### src/rtl/sevenseg_pkg.sv
// Shared types and constants for the 4-digit 7-segment scan controller.
// Optional leading-zero blanking in the controller is enabled by SEVENSEG_LZB_EN.
package sevenseg_pkg;

    // Each digit slot is an all-off BLANK interval followed by a DRIVE interval
    typedef enum logic {
        BLANK = 1'b0,
        DRIVE = 1'b1
    } state_t;

    localparam int NUM_DIGITS = 4;
    localparam int IDX_W      = $clog2(NUM_DIGITS);

    // The Basys3 display is common-anode, so both busses are active-low
    localparam logic [6:0]            SEG_OFF = 7'h7F;
    localparam logic [NUM_DIGITS-1:0] AN_OFF  = 4'hF;

endpackage

### src/rtl/sevenseg_scan_ctrl_hex7seg.sv
// Hex nibble to 7-segment decoder, active-high segments, seg[0]=A ... seg[6]=G.
module hex7seg
    import sevenseg_pkg::*;
(
    input  logic [3:0] hex,
    output logic [6:0] seg
);

    // Pure lookup; the caller inverts for active-low panels
    always_comb begin
        seg = 7'h00;
        case (hex)
            4'h0: seg = 7'h3F;
            4'h1: seg = 7'h06;
            4'h2: seg = 7'h5B;
            4'h3: seg = 7'h4F;
            4'h4: seg = 7'h66;
            4'h5: seg = 7'h6D;
            4'h6: seg = 7'h7D;
            4'h7: seg = 7'h07;
            4'h8: seg = 7'h7F;
            4'h9: seg = 7'h6F;
            4'hA: seg = 7'h77;
            4'hB: seg = 7'h7C;
            4'hC: seg = 7'h39;
            4'hD: seg = 7'h5E;
            4'hE: seg = 7'h79;
            4'hF: seg = 7'h71;
            default: seg = 7'h00;
        endcase
    end

endmodule

### src/rtl/sevenseg_scan_ctrl.sv
// Time-multiplexed scan controller for a 4-digit common-anode 7-segment display.
// New values are taken via valid/ready into a shadow register and copied to the
// display register only when the scan wraps from digit 3 back to digit 0.
// Define SEVENSEG_LZB_EN to blank leading-zero digits (digit 0 is always shown).
module sevenseg_scan_ctrl
    import sevenseg_pkg::*;
#(
    parameter int REFRESH_CYCLES = 100000,
    parameter int BLANK_CYCLES   = 1000
) (
    input  logic                  clk_i,
    input  logic                  rst_i,
    input  logic [15:0]           value_i,
    input  logic                  value_valid_i,
    output logic                  value_ready_o,
    input  logic [NUM_DIGITS-1:0] digit_en_i,
    output logic [NUM_DIGITS-1:0] anode_o,
    output logic [6:0]            seg_o,
    output logic                  dp_o
);

    localparam int MAX_CYCLES = (REFRESH_CYCLES > BLANK_CYCLES) ? REFRESH_CYCLES : BLANK_CYCLES;
    localparam int CNT_W      = $clog2(MAX_CYCLES);

    localparam logic [CNT_W-1:0] BLANK_LAST = CNT_W'(BLANK_CYCLES - 1);
    localparam logic [CNT_W-1:0] DRIVE_LAST = CNT_W'(REFRESH_CYCLES - 1);
    localparam logic [IDX_W-1:0] IDX_LAST   = IDX_W'(NUM_DIGITS - 1);

    state_t            state;
    state_t            state_next;
    logic [CNT_W-1:0]  cnt;
    logic [CNT_W-1:0]  cnt_next;
    logic [IDX_W-1:0]  idx;
    logic [IDX_W-1:0]  idx_next;

    logic [15:0]       display;
    logic [15:0]       shadow;
    logic              pending;
    logic              wrap;
    logic              xfer;

    logic [3:0]            nibble;
    logic [6:0]            hex_seg;
    logic [NUM_DIGITS-1:0] lz_blank;
    logic [NUM_DIGITS-1:0] anode_next;
    logic [6:0]            seg_next;

    assign value_ready_o = ~pending;
    assign xfer          = value_valid_i & ~pending;
    assign dp_o          = 1'b1;

    // Slot sequencing: count through BLANK then DRIVE, advancing the digit after DRIVE
    always_comb begin
        state_next = state;
        cnt_next   = cnt + CNT_W'(1);
        idx_next   = idx;
        wrap       = 1'b0;
        case (state)
            BLANK: begin
                if (cnt == BLANK_LAST) begin
                    state_next = DRIVE;
                    cnt_next   = '0;
                end
            end
            DRIVE: begin
                if (cnt == DRIVE_LAST) begin
                    state_next = BLANK;
                    cnt_next   = '0;
                    idx_next   = idx + IDX_W'(1);
                    wrap       = (idx == IDX_LAST);
                end
            end
            default: begin
                state_next = BLANK;
                cnt_next   = '0;
            end
        endcase
    end

    // Scan state register
    always_ff @(posedge clk_i) begin
        if (rst_i) begin
            state <= BLANK;
            cnt   <= '0;
            idx   <= '0;
        end else begin
            state <= state_next;
            cnt   <= cnt_next;
            idx   <= idx_next;
        end
    end

    // Handshake and frame-boundary apply; the two never coincide because a
    // transfer needs pending low while an apply needs it high
    always_ff @(posedge clk_i) begin
        if (rst_i) begin
            display <= 16'h0000;
            shadow  <= 16'h0000;
            pending <= 1'b0;
        end else if (wrap && pending) begin
            display <= shadow;
            pending <= 1'b0;
        end else if (xfer) begin
            shadow  <= value_i;
            pending <= 1'b1;
        end
    end

`ifdef SEVENSEG_LZB_EN
    // A digit above 0 is blanked when it and every digit above it are zero
    always_comb begin
        logic above_zero;
        lz_blank   = '0;
        above_zero = 1'b1;
        for (int n = NUM_DIGITS - 1; n > 0; n--) begin
            above_zero  = above_zero && (display[4*n +: 4] == 4'h0);
            lz_blank[n] = above_zero;
        end
    end
`else
    // Without blanking every enabled digit is shown, zeros included
    always_comb begin
        lz_blank = '0;
    end
`endif

    // One shared decoder fed with the currently scanned nibble
    always_comb begin
        nibble = display[4*idx +: 4];
    end

    hex7seg u_hex7seg (
        .hex (nibble),
        .seg (hex_seg)
    );

    // Output decode for the current slot; digit_en_i is used unlatched
    always_comb begin
        anode_next = AN_OFF;
        seg_next   = SEG_OFF;
        if (state == DRIVE) begin
            seg_next = ~hex_seg;
            if (digit_en_i[idx] && !lz_blank[idx]) begin
                anode_next[idx] = 1'b0;
            end
        end
    end

    // Registered outputs, one cycle behind the scan state
    always_ff @(posedge clk_i) begin
        if (rst_i) begin
            anode_o <= AN_OFF;
            seg_o   <= SEG_OFF;
        end else begin
            anode_o <= anode_next;
            seg_o   <= seg_next;
        end
    end

endmodule

### config.mk
export PLATFORM = sky130hd
export DESIGN_NAME = sevenseg_scan_ctrl
export DESIGN_NICKNAME = d
export VERILOG_FILES = /design/src/rtl/sevenseg_pkg.sv /design/src/rtl/sevenseg_scan_ctrl_hex7seg.sv /design/src/rtl/sevenseg_scan_ctrl.sv
export SDC_FILE = /design/constraint.sdc
export NUM_CORES = 1
export LEC_CHECK = 0
export BUFFER_PORTS_ARGS = -buffer_cell sky130_fd_sc_hd__buf_4
export CORE_ASPECT_RATIO = 0.8
export CORE_MARGIN = 2
export CORE_UTILIZATION = 51
export DETAILED_ROUTE_END_ITERATION = 16
export GPL_TIMING_DRIVEN = 1
export MAX_ROUTING_LAYER = met4
export PLACE_DENSITY = 0.73
export RECOVER_POWER = 50
export SYNTH_ARGS = -nofsm -noshare
export SYNTH_HDL_FRONTEND = slang
export SYNTH_SLANG_ARGS = --single-unit
### constraint.sdc
create_clock -name clk_i -period 1.92 [get_ports clk_i]
set_input_delay 0.096 -clock clk_i [delete_from_list [all_inputs] [get_ports clk_i]]
set_output_delay 0.096 -clock clk_i [all_outputs]
set_load 0.03 [all_outputs]
Word level (Yosys, flattened, before mapping):

Memories as Yosys holds them, arrays and structs flattened.
Index checks and enable logic that the tools add are counted.

* bits in registers: 64
* memory bits (read-only): 112
* memory bits (writable): 0
* input bits: 23
* memories: 1
* latch bits: 0

Memory list
* (name not given): depth 16, width 7, read ports 1, clocked after Yosys merged registers in 0, wr ports 0, RTL line sevenseg_scan_ctrl_hex7seg.sv:12 `case (hex)`

* shift-type cells: 1
* multipliers: 0
* equality and inequality tests: 3
* bitwise operators: 7
* mux-type cells: 14
* add/subtract/negate cells: 2
* $lt $le $gt $ge: 2
* div/mod/pow operators: 0
* reductions and logical operators: 9

Operator list (number)
* two-way mux 17 bit: 2
* case mux 17 bit (2 select lines): 1
* adder 17 x 1 -> 17 bit (second input constant): 1
* == test 17 x 10 -> 1 bit (second input constant): 1
* == test 17 bit (second input constant): 1
* indexed part select 16 x 5 -> 4 bit: 1
* two-way mux 1 bit: 7
* inverter 7 bit: 1
* binary-select mux 1 bit (select 2 bit): 2
* inverter 1 bit: 4
* inverter 4 bit: 1
* AND reduction 2 bit: 2
* OR reduction 2 bit: 2
* logical AND 1 bit: 3
* less-than comparator 2 x 3 -> 1 bit (second input constant): 1
* OR reduction 3 bit: 1
* adder 2 x 1 -> 2 bit (second input constant): 1
* demux 1 bit (select 2 bit): 1
* == test 2 bit (second input constant): 1
* greater-or-equal comparator 2 x 1 -> 1 bit (second input constant): 1
* case mux 1 bit (2 select lines): 1
* bitwise AND 1 bit: 1
* logical NOT 1 bit: 1

Logic depth before layout (Yosys ltp):

Gate-level depths: netlist of the first run.

* depth in word-level cells: 6
* depth in mapped cells: 9
* mapped depth without buffers: 6

Modules after synthesis:

From an unflattened synthesis of the first run, not the netlist that was laid out.

* cell total of the unflattened synthesis: 327
* area, all modules: 2992.9 µm²

Modules (own cells, without submodules)
* sevenseg_scan_ctrl: times used 1, cells each 294, area an instance 2705.1 µm²
* hex7seg: times used 1, cells each 33, area an instance 287.8 µm²

Least setup slack after synthesis of the first run:

Ideal clock, no wire load.

* kind: register to register
* start point: register idx[0]
* end point: register seg_o[5]
* path buffers: 1
* cell stages (with the launch flop): 7
* setup time: 0.120 ns
* slack: 0.092 ns
* arrival time: 1.708 ns
* period minus slack after synthesis: 1.828 ns
* required time: 1.800 ns
* cell sequence: dfxtp_1 > buf_6 > mux4_2 > ha_1 > nand2_1 > o21ai_0 > a211o_1

* word-level cells in the longest chain between the ends: 3

RTL lines
* start, declared: RTL line sevenseg_scan_ctrl.sv:33 `logic [IDX_W-1:0] idx;`
* start signal, assigned: RTL line sevenseg_scan_ctrl.sv:89 `idx <= idx_next;`
* indexed part select 16 x 5 -> 4 bit: RTL line sevenseg_scan_ctrl.sv:129 `nibble = display[4*idx +: 4];`
* memory (16 x 7 bit)
* inverter 7 bit: RTL line sevenseg_scan_ctrl.sv:142 `seg_next = ~hex_seg;`
* end signal, assigned: RTL line sevenseg_scan_ctrl.sv:156 `seg_o <= seg_next;`
* end, declared: RTL line sevenseg_scan_ctrl.sv:18 `output logic [6:0] seg_o,`

Every way passes these cells.
A chain may end at the register's enable or synchronous reset.

Worst setup path in the final report of the first run:

Ends and elaborated chain as after synthesis.

==> metrics list, run 1 <==
- In this run the worst hold path is classified as in2reg.
- Type of destination of the critical path: flop
- Clock latency on the worst-skew pair, taken at its later pin, is 0.35 ns.
- The Yosys step of the flow raised 0 warnings.
- Count of vias placed by the detailed router: 2511
* DIE AREA: 6506 µm²
* Clock transition at the register clock pins on the worst setup and hold paths after CTS: 0.07 ns
- Adding up every negative setup slack in the final design gives 0 ns.
- Asr flop ratio synth: 0%
* Post-placement setup slack: around 0.053 ns
* Overflow left after global routing: 0
- Max-cap viol count: 0
- For this run, the leading register cell type out of synthesis is sky130_fd_sc_hd__dfxtp_1.
- Headroom to the max-slew limit came out at 64.56%.
* Clock network fraction of total power: 46.4%
- Dividing the detail-routed via count by the number of cells gives 5.495.
- At the pin with the least slew margin, the transition time is 0.5302 ns.
- Mean instance size in the synthesized netlist: 9.217 µm²
* TritonCTS clock tree: yes
* Maximum buffer depth of the clock tree: 2
- Number of antenna repair diodes: 0
- After layout, the worst path uses 94.49% of the clock period.
- CP Data Arrival Time: 2.05 ns
* Tot Pwr: 2.830 mW
- Number of buffer cells added on primary ports: 34
- The cell count after synthesis came out at ~330.
* Switching power summed over all nets: 0.6321 mW
- Initial cell density of the core: a little over half
- Clk sinks: 64
- Number of antenna violations at the first check in global routing: 0
- Global routing usage summed across all routing layers: 22.84%
- Fraction of power spent switching nets: 22.34%
- The tree is rooted in a sky130_fd_sc_hd__clkbuf_8.
* Area delta synth->final: 20.97%
- Buffers added to address setup during post-CTS repair amount to 0.
- Synthesized flop and latch total: 64
- Before antenna repair, the detailed router went through 4 iterations.
* Time the worst path needs with I/O delays and setup: between 1.5 and 2 ns
* Worst Slack Setup Final: around 0.11 ns
- Violation count after the first detailed-route iteration: 151
- Sequential element share of the synthesized area: between 40% and 50%
- CP Max Fanout: 5
- The count of endpoints failing hold in the final timing report is 0.
- Of the cells placed in the final design, the portion with a size suffix greater than 1 is between 20% and 30%.
- Nets in the synthesized netlist: about 360
- Core region area: 5555 µm²
- Global placement routability congestion: 0.8622
- The via count of the first global-routing pass is about 2300.
- Startpoint type of the worst setup path: flop
- Dividing total power by cell area gives a power density of 781.0 nW/µm².
- Cells fill about two thirds of the core in the end.
- Largest net degree at the start of global routing: 40
- In this run the cell area of the synthesized design comes to between 2000 and 3000 µm².
- Yosys mapped the design onto 55 distinct sky130hd cell types.
- Post-detailed-route DRC marker count: 0
* Sequential share of power: 48.5%
- Number of nets with antenna violations after detailed routing: 0
* Total wire length after detailed routing: ~6.6 mm
- Comb pwr share: 5.2%
- Number of slew-limit violations in the final report: 0
- Setup violations remaining at the end of the flow were counted as 0.
* Worst setup path class: reg2reg
* Run status: finished clean
- The die is 72.55 µm tall.
- For the final database, setup skew stands at 0.006617 ns.
- Fill cell instance count of the final layout: 465
* Internal Power: around 2.2 mW
- Wire per inst: 14.37 µm
- Number of enable-type register cells in the synthesized netlist: 0
- I/O pin cnt: 36
- Net total in the final layout: 408
- In this run the static leakage power is 1.280 nW.
- The number of clock buffers added by TritonCTS is 9.
* RSZ-0062 raised after global routing: false
- Timing would allow up to 551.2 MHz.
- CTS H-Tree Depth: 3
- Count of standard-cell rows: 24
- The floorplan step set the die width to approximately 90 µm.
* DP HPWL: ~4.3 mm
- First-pass GRT wire length: ~11 mm
* Required time at the endpoint of the critical path: 2.15 ns
* Peak supply drop: ~600 µV
-- registers in the layout (all words and copies together) (netlist names) --
name	cells
seg_o	7
anode_o	4
idx	2
state	1
shadow	16
cnt	17
pending	1
display	16
-- path summary, 6_finish.rpt --
check / endpoint / slack, ns / startpoint / depth (start not counted)
setup / recovery: seg_o[5]$_SDFF_PP1_ / 0.11 / idx[0]$_SDFFE_PP0P_ / 5
hold / removal: shadow[0]$_SDFFE_PP0P_ / 0.02 / value_i[0] / 3
setup reg to reg: seg_o[5]$_SDFF_PP1_ / 0.11 / idx[0]$_SDFFE_PP0P_ / 5
hold reg to reg: shadow[7]$_SDFFE_PP0P_ / 0.46 / shadow[7]$_SDFFE_PP0P_ / 2
-- what timing repair did --
action,4_1_cts,5_1_grt
setup endpoints to repair,0,6
hold buffers,14,0
hold endpoints to repair,14,0
resized for setup,0,1
-- cells in the final DEF, fill, tap and decap left out, drive strengths merged, types with 2 or more instances in the layout --
master,instances
a211oi,5
a21oi,36
a31oi,2
and2,3
and3,2
and4,5
buf,34
bufinv,2
clkbuf,24
clkinv,2
clkinvlp,2
dfxtp,64
dlygate4sd3,14
ha,11
inv,9
mux2i,2
mux4,5
nand2,45
nand2b,3
nand3,9
nand4,21
nor2,5
nor2b,2
nor3,12
nor4,3
o21ai,25
or3,4
xnor2,4
xor2,7
-- metal layers --
| metal | share of wire, % | up-vias | global-route usage [%] |
|---|---|---|---|
| met5 | 0 | - | - |
| met4 | 1.1 | 0 | 8.458 |
| met3 | 6.8 | 7 | 6.143 |
| met2 | 43 | 79 | 31.13 |
| met1 | 49 | 1152 | 32.31 |
| li1 | - | 1273 | - |
-- stage by stage --
step / hold WS (ns) / instance area (µm²) / cells
after global routing: 0.01466 / 3623 / 457
after CTS: 0.01272 / 3677 / 457
final: 0.02449 / 3623 / 457
after detailed placement: 0.3511 / 3307 / 427
after floorplan: 0.2320 / 2995 / 325
after global placement: 0.3423 / 3307 / 427
-- area by class of cell --
type / count / area [µm²] / area share (%)
Multi-Input combinational cell: 228 / 1529 / 42.20
Sequential cell: 64 / 1282 / 35.39
Timing Repair Buffer: 62 / 450.4 / 12.43
Clock buffer: 10 / 137.6 / 3.798
Tap cell: 78 / 97.59 / 2.693
Clock inverter: 6 / 92.59 / 2.555
Inverter: 9 / 33.78 / 0.9323
-- worst max-delay path: stages (launching register included) --
cell	delay, ns
sky130_fd_sc_hd__dfxtp_2	0.38
sky130_fd_sc_hd__mux4_2	0.58
sky130_fd_sc_hd__ha_1	0.24
sky130_fd_sc_hd__nand2_1	0.10
sky130_fd_sc_hd__o21ai_0	0.10
sky130_fd_sc_hd__a211o_1	0.29
-- Yosys cell counts, types with 2 or more instances --
cell type,instances,area share [%]
sky130_fd_sc_hd__nand4_1,21,4.4
sky130_fd_sc_hd__a21oi_1,36,6.0
sky130_fd_sc_hd__inv_1,9,1.1
sky130_fd_sc_hd__nand3_1,9,1.5
sky130_fd_sc_hd__nand2_1,45,5.6
sky130_fd_sc_hd__mux4_2,5,3.8
sky130_fd_sc_hd__and4_1,3,0.88
sky130_fd_sc_hd__xor2_1,7,2.0
sky130_fd_sc_hd__buf_4,3,0.75
sky130_fd_sc_hd__clkbuf_1,12,1.5
sky130_fd_sc_hd__xnor2_1,4,1.2
sky130_fd_sc_hd__and3_1,2,0.42
sky130_fd_sc_hd__a211oi_2,3,1.3
sky130_fd_sc_hd__dfxtp_1,64,43
sky130_fd_sc_hd__nor3_1,2,0.33
sky130_fd_sc_hd__nor4_1,2,0.42
sky130_fd_sc_hd__or3_1,3,0.63
sky130_fd_sc_hd__mux2i_1,2,0.67
sky130_fd_sc_hd__nor2_1,5,0.63
sky130_fd_sc_hd__a31oi_1,2,0.42
sky130_fd_sc_hd__nor2b_1,2,0.42
sky130_fd_sc_hd__a211oi_1,2,0.50
sky130_fd_sc_hd__nand2b_1,2,0.42
sky130_fd_sc_hd__nor3_2,10,3.3
sky130_fd_sc_hd__and2_1,2,0.42
sky130_fd_sc_hd__ha_1,11,4.6
sky130_fd_sc_hd__o21ai_0,24,4.0
sky130_fd_sc_hd__buf_6,4,1.5
sky130_fd_sc_hd__buf_2,3,0.50
-- logic make-up (layout without fill, tap and decap cells) --
family | Yosys count | count (layout) | share of synthesized area (%)
xor gates and xnor gates | 11 | 11 | 3.216
DFF | 64 | 64 | 42.77
muxes | 7 | 7 | 4.428
buffers and inverters | 33 | 87 | 6.014
other | 1 | 1 | 0.1252
AOI/OAI and AO/OA | 77 | 77 | 14.87
adders and majority gates | 11 | 11 | 4.595
and+or+nand+nor | 121 | 121 | 23.98
-- power groups by stage --
stage / Clock, mW / Combinational, mW / Sequential (mW)
after floorplan: 0 / 0.0739 / 1.40
after global placement: 0 / 0.122 / 1.40
after detailed placement: 0 / 0.125 / 1.40
after CTS: 1.34 / 0.148 / 1.37
after global routing: 1.40 / 0.163 / 1.37
final: 1.31 / 0.147 / 1.37
Note: power is estimated with default switching activity, not from simulation.
==> run 2, diff against run 1 <==
CELL_PAD_IN_SITES_DETAIL_PLACEMENT = 1   (was not set)
CELL_PAD_IN_SITES_GLOBAL_PLACEMENT = 1   (was not set)
CORE_UTILIZATION = 40   (was 51)
PLACE_DENSITY = 0.75   (was 0.73)
==> run 2 against run 1 <==
Core utilization down 17 points. Register-to-register slack about the same. Via count up 0.52%. Global-route usage down 3.1 points. Critical path type unchanged. Critical endpoint unchanged.
==> metrics list, run 2 (synthesized netlist as in run 1, its figures left out) <==
- Of the total power, the share spent switching nets is 22.60%.
- In the final design database the tool counted ~410 nets.
- Final hold violation count: 0
* Number of slew-limit violations in the final report: 0
- 0 antenna diodes ended up in the layout.
* Power density normalized to cell area: approximately 740 nW/µm²
* Worst slew slack as a fraction of its limit: 64.21%
* Maximum clock skew at final layout: 0.01111 ns
- Max-cap viol count: 0
- Total wire length after detailed routing: between 7 and 8 mm
* Global routing usage summed across all routing layers: 19.74%
* Core region area: 7322 µm²
- The number of clock buffers added by TritonCTS is 9.
- For the final routed database, the setup TNS stands at 0 ns.
- In the routed design, unresolved DRC markers number 0.
* Worst Slack Setup Final: around 0.12 ns
- The area growth from synthesis to layout is 19.01%.
* Sequential share of power: 52.1%
* Type of destination of the critical path: flop
- 36 I/O pins were placed.
- TritonCTS built the clock tree.
- The smallest clock period supported by the final layout is computed as ~1.8 ns.
* Fraction of layout instances using a drive strength above 1: 21.49%
- The register with the most flip-flops in the layout has 17 of them.
- Startpoint type of the worst setup path: flop
- The top cell types in the final layout, fill and taps aside, are 63 x sky130_fd_sc_hd__dfxtp_1, 45 x sky130_fd_sc_hd__nand2_1, 41 x sky130_fd_sc_hd__buf_4, 36 x sky130_fd_sc_hd__a21oi_1, 24 x sky130_fd_sc_hd__o21ai_0.
- Max Freq: 554.9 MHz
* CTS H-Tree Depth: 3
- Cell area reported after detailed placement: approximately 3300 µm²
- CTS root buf: sky130_fd_sc_hd__clkbuf_8
- Clock-pin slew was measured on the worst setup and hold paths at 0.07 ns.
- For the worst-skew pair, the clock arrives at the later sink with an insertion delay of roughly 0.34 ns.
- After layout, the worst path uses around 94% of the clock period.
* Die width: 100.8 µm
* Global placement routability congestion: 0.8538
- CP Max Fanout: 5
* Run status: finished clean
- CP Data Arrival Time: 2.03 ns
- Violation count after the first detailed-route iteration: 125
- Initial cell density of the core: between 40% and 50%
- Clk sinks: 64
- Slew @ Worst Pin: 0.5356 ns
- Worst hold margin: 0.01299 ns
- The first global-routing pass estimated between 10 and 15 mm of wire.
- Number of antenna violations at the first check in global routing: 0
* Standby leakage power: 1.271 nW
- The floorplan step defined a die boundary enclosing roughly 8200 µm².
* Wire per inst: 15.74 µm
* Internal Power: around 2.0 mW
- Register ranked first by flip-flop count: cnt
- The worst setup path is of the reg2reg kind.
- Final number of setup-violating endpoints: 0
- After routing the design area is 3565 µm².
- Summed over all nets, the half-perimeter wirelength after detailed placement is ~5 mm.
- Overflow left after global routing: 0
* Count of standard-cell rows: 28
- Maximum buffer depth of the clock tree: 2
- The largest registers in the layout are cnt (17), display (16), shadow (16).
- Required time at the endpoint of the critical path: approximately 2.2 ns
- Peak supply drop: 316.8 µV
* Clock network fraction of total power: 42.9%
* Via-per-instance ratio: 5.405
- The library cell used most frequently in the layout, excluding fill and tap cells, is sky130_fd_sc_hd__dfxtp_1.
- The detail route stage leaves a number of antenna-violating nets equal to 0.
- In this run the tool buffered the top-level ports with 34 buffer cells.
- Switching power summed over all nets: 0.5950 mW
* Comb pwr share: ~5.0%
* Number of global-route vias before repair: around 2400
- Count of vias placed by the detailed router: 2524
- Entering global routing, the biggest net connects 40 pins.
- Vertical die dimension: 81.40 µm
* Type of the worst min-delay path: in2reg
- Post-placement setup slack: just over 0.03 ns
- The first detailed-routing pass took 4 iterations.
-- run 2: what timing repair did --
item,4_1_cts,5_1_grt
setup buffers,0,6
hold buffers,5,0
gates resized for setup,0,1
setup endpoints to repair,0,7
endpoints found under the hold margin,5,0
-- run 2: final timing paths --
path / from / to / slack, ns / depth (start not counted)
worst max-delay path: idx[0]$_SDFFE_PP0P_ / seg_o[5]$_SDFF_PP1_ / 0.12 / 5
worst min-delay path: value_i[3] / shadow[3]$_SDFFE_PP0P_ / 0.01 / 3
worst max register to register: idx[0]$_SDFFE_PP0P_ / seg_o[5]$_SDFF_PP1_ / 0.12 / 5
worst min register to register: shadow[14]$_SDFFE_PP0P_ / shadow[14]$_SDFFE_PP0P_ / 0.46 / 2
-- run 2: cell type report --
cell class / count / area (µm²)
clock buffer: 11 / 141.4
clock inverter: 4 / 45.04
fill: 873 / 3757
inverter: 9 / 33.78
multi-input combinational: 228 / 1534
sequential: 64 / 1282
tap: 90 / 112.6
timing repair buffer: 61 / 415.4
-- run 2: metrics by stage --
stage	utilization [%]	power, mW	instances
6_report	48.68	2.633	467
5_1_grt	48.68	2.739	467
4_1_cts	48.80	2.670	461
3_5_place_dp	45.57	1.530	441
3_3_place_gp	45.57	1.524	441
2_1_floorplan	-	1.470	325
-- run 2: critical path, cell delays in order, from the launching register on --
cell and delay, ns:
sky130_fd_sc_hd__dfxtp_2 0.38, sky130_fd_sc_hd__mux4_2 0.58, sky130_fd_sc_hd__ha_1 0.25, sky130_fd_sc_hd__nand2_1 0.10, sky130_fd_sc_hd__o21ai_0 0.09, sky130_fd_sc_hd__a211o_1 0.29
-- run 2: power groups by stage --
stage	registers, mW	logic (mW)	clock network, mW
after global routing	1.37	0.147	1.22
after detailed placement	1.40	0.128	0
after CTS	1.37	0.136	1.16
after global placement	1.40	0.124	0
after floorplan	1.40	0.0739	0
final	1.37	0.132	1.13
-- run 2: layer usage --
layer,wire [µm],up-vias,GRT usage [%]
li1,-,1262,-
met1,3734,1208,27.62
met2,3278,47,28.40
met3,277,7,4.217
met4,60,0,6.301
met5,0,-,-
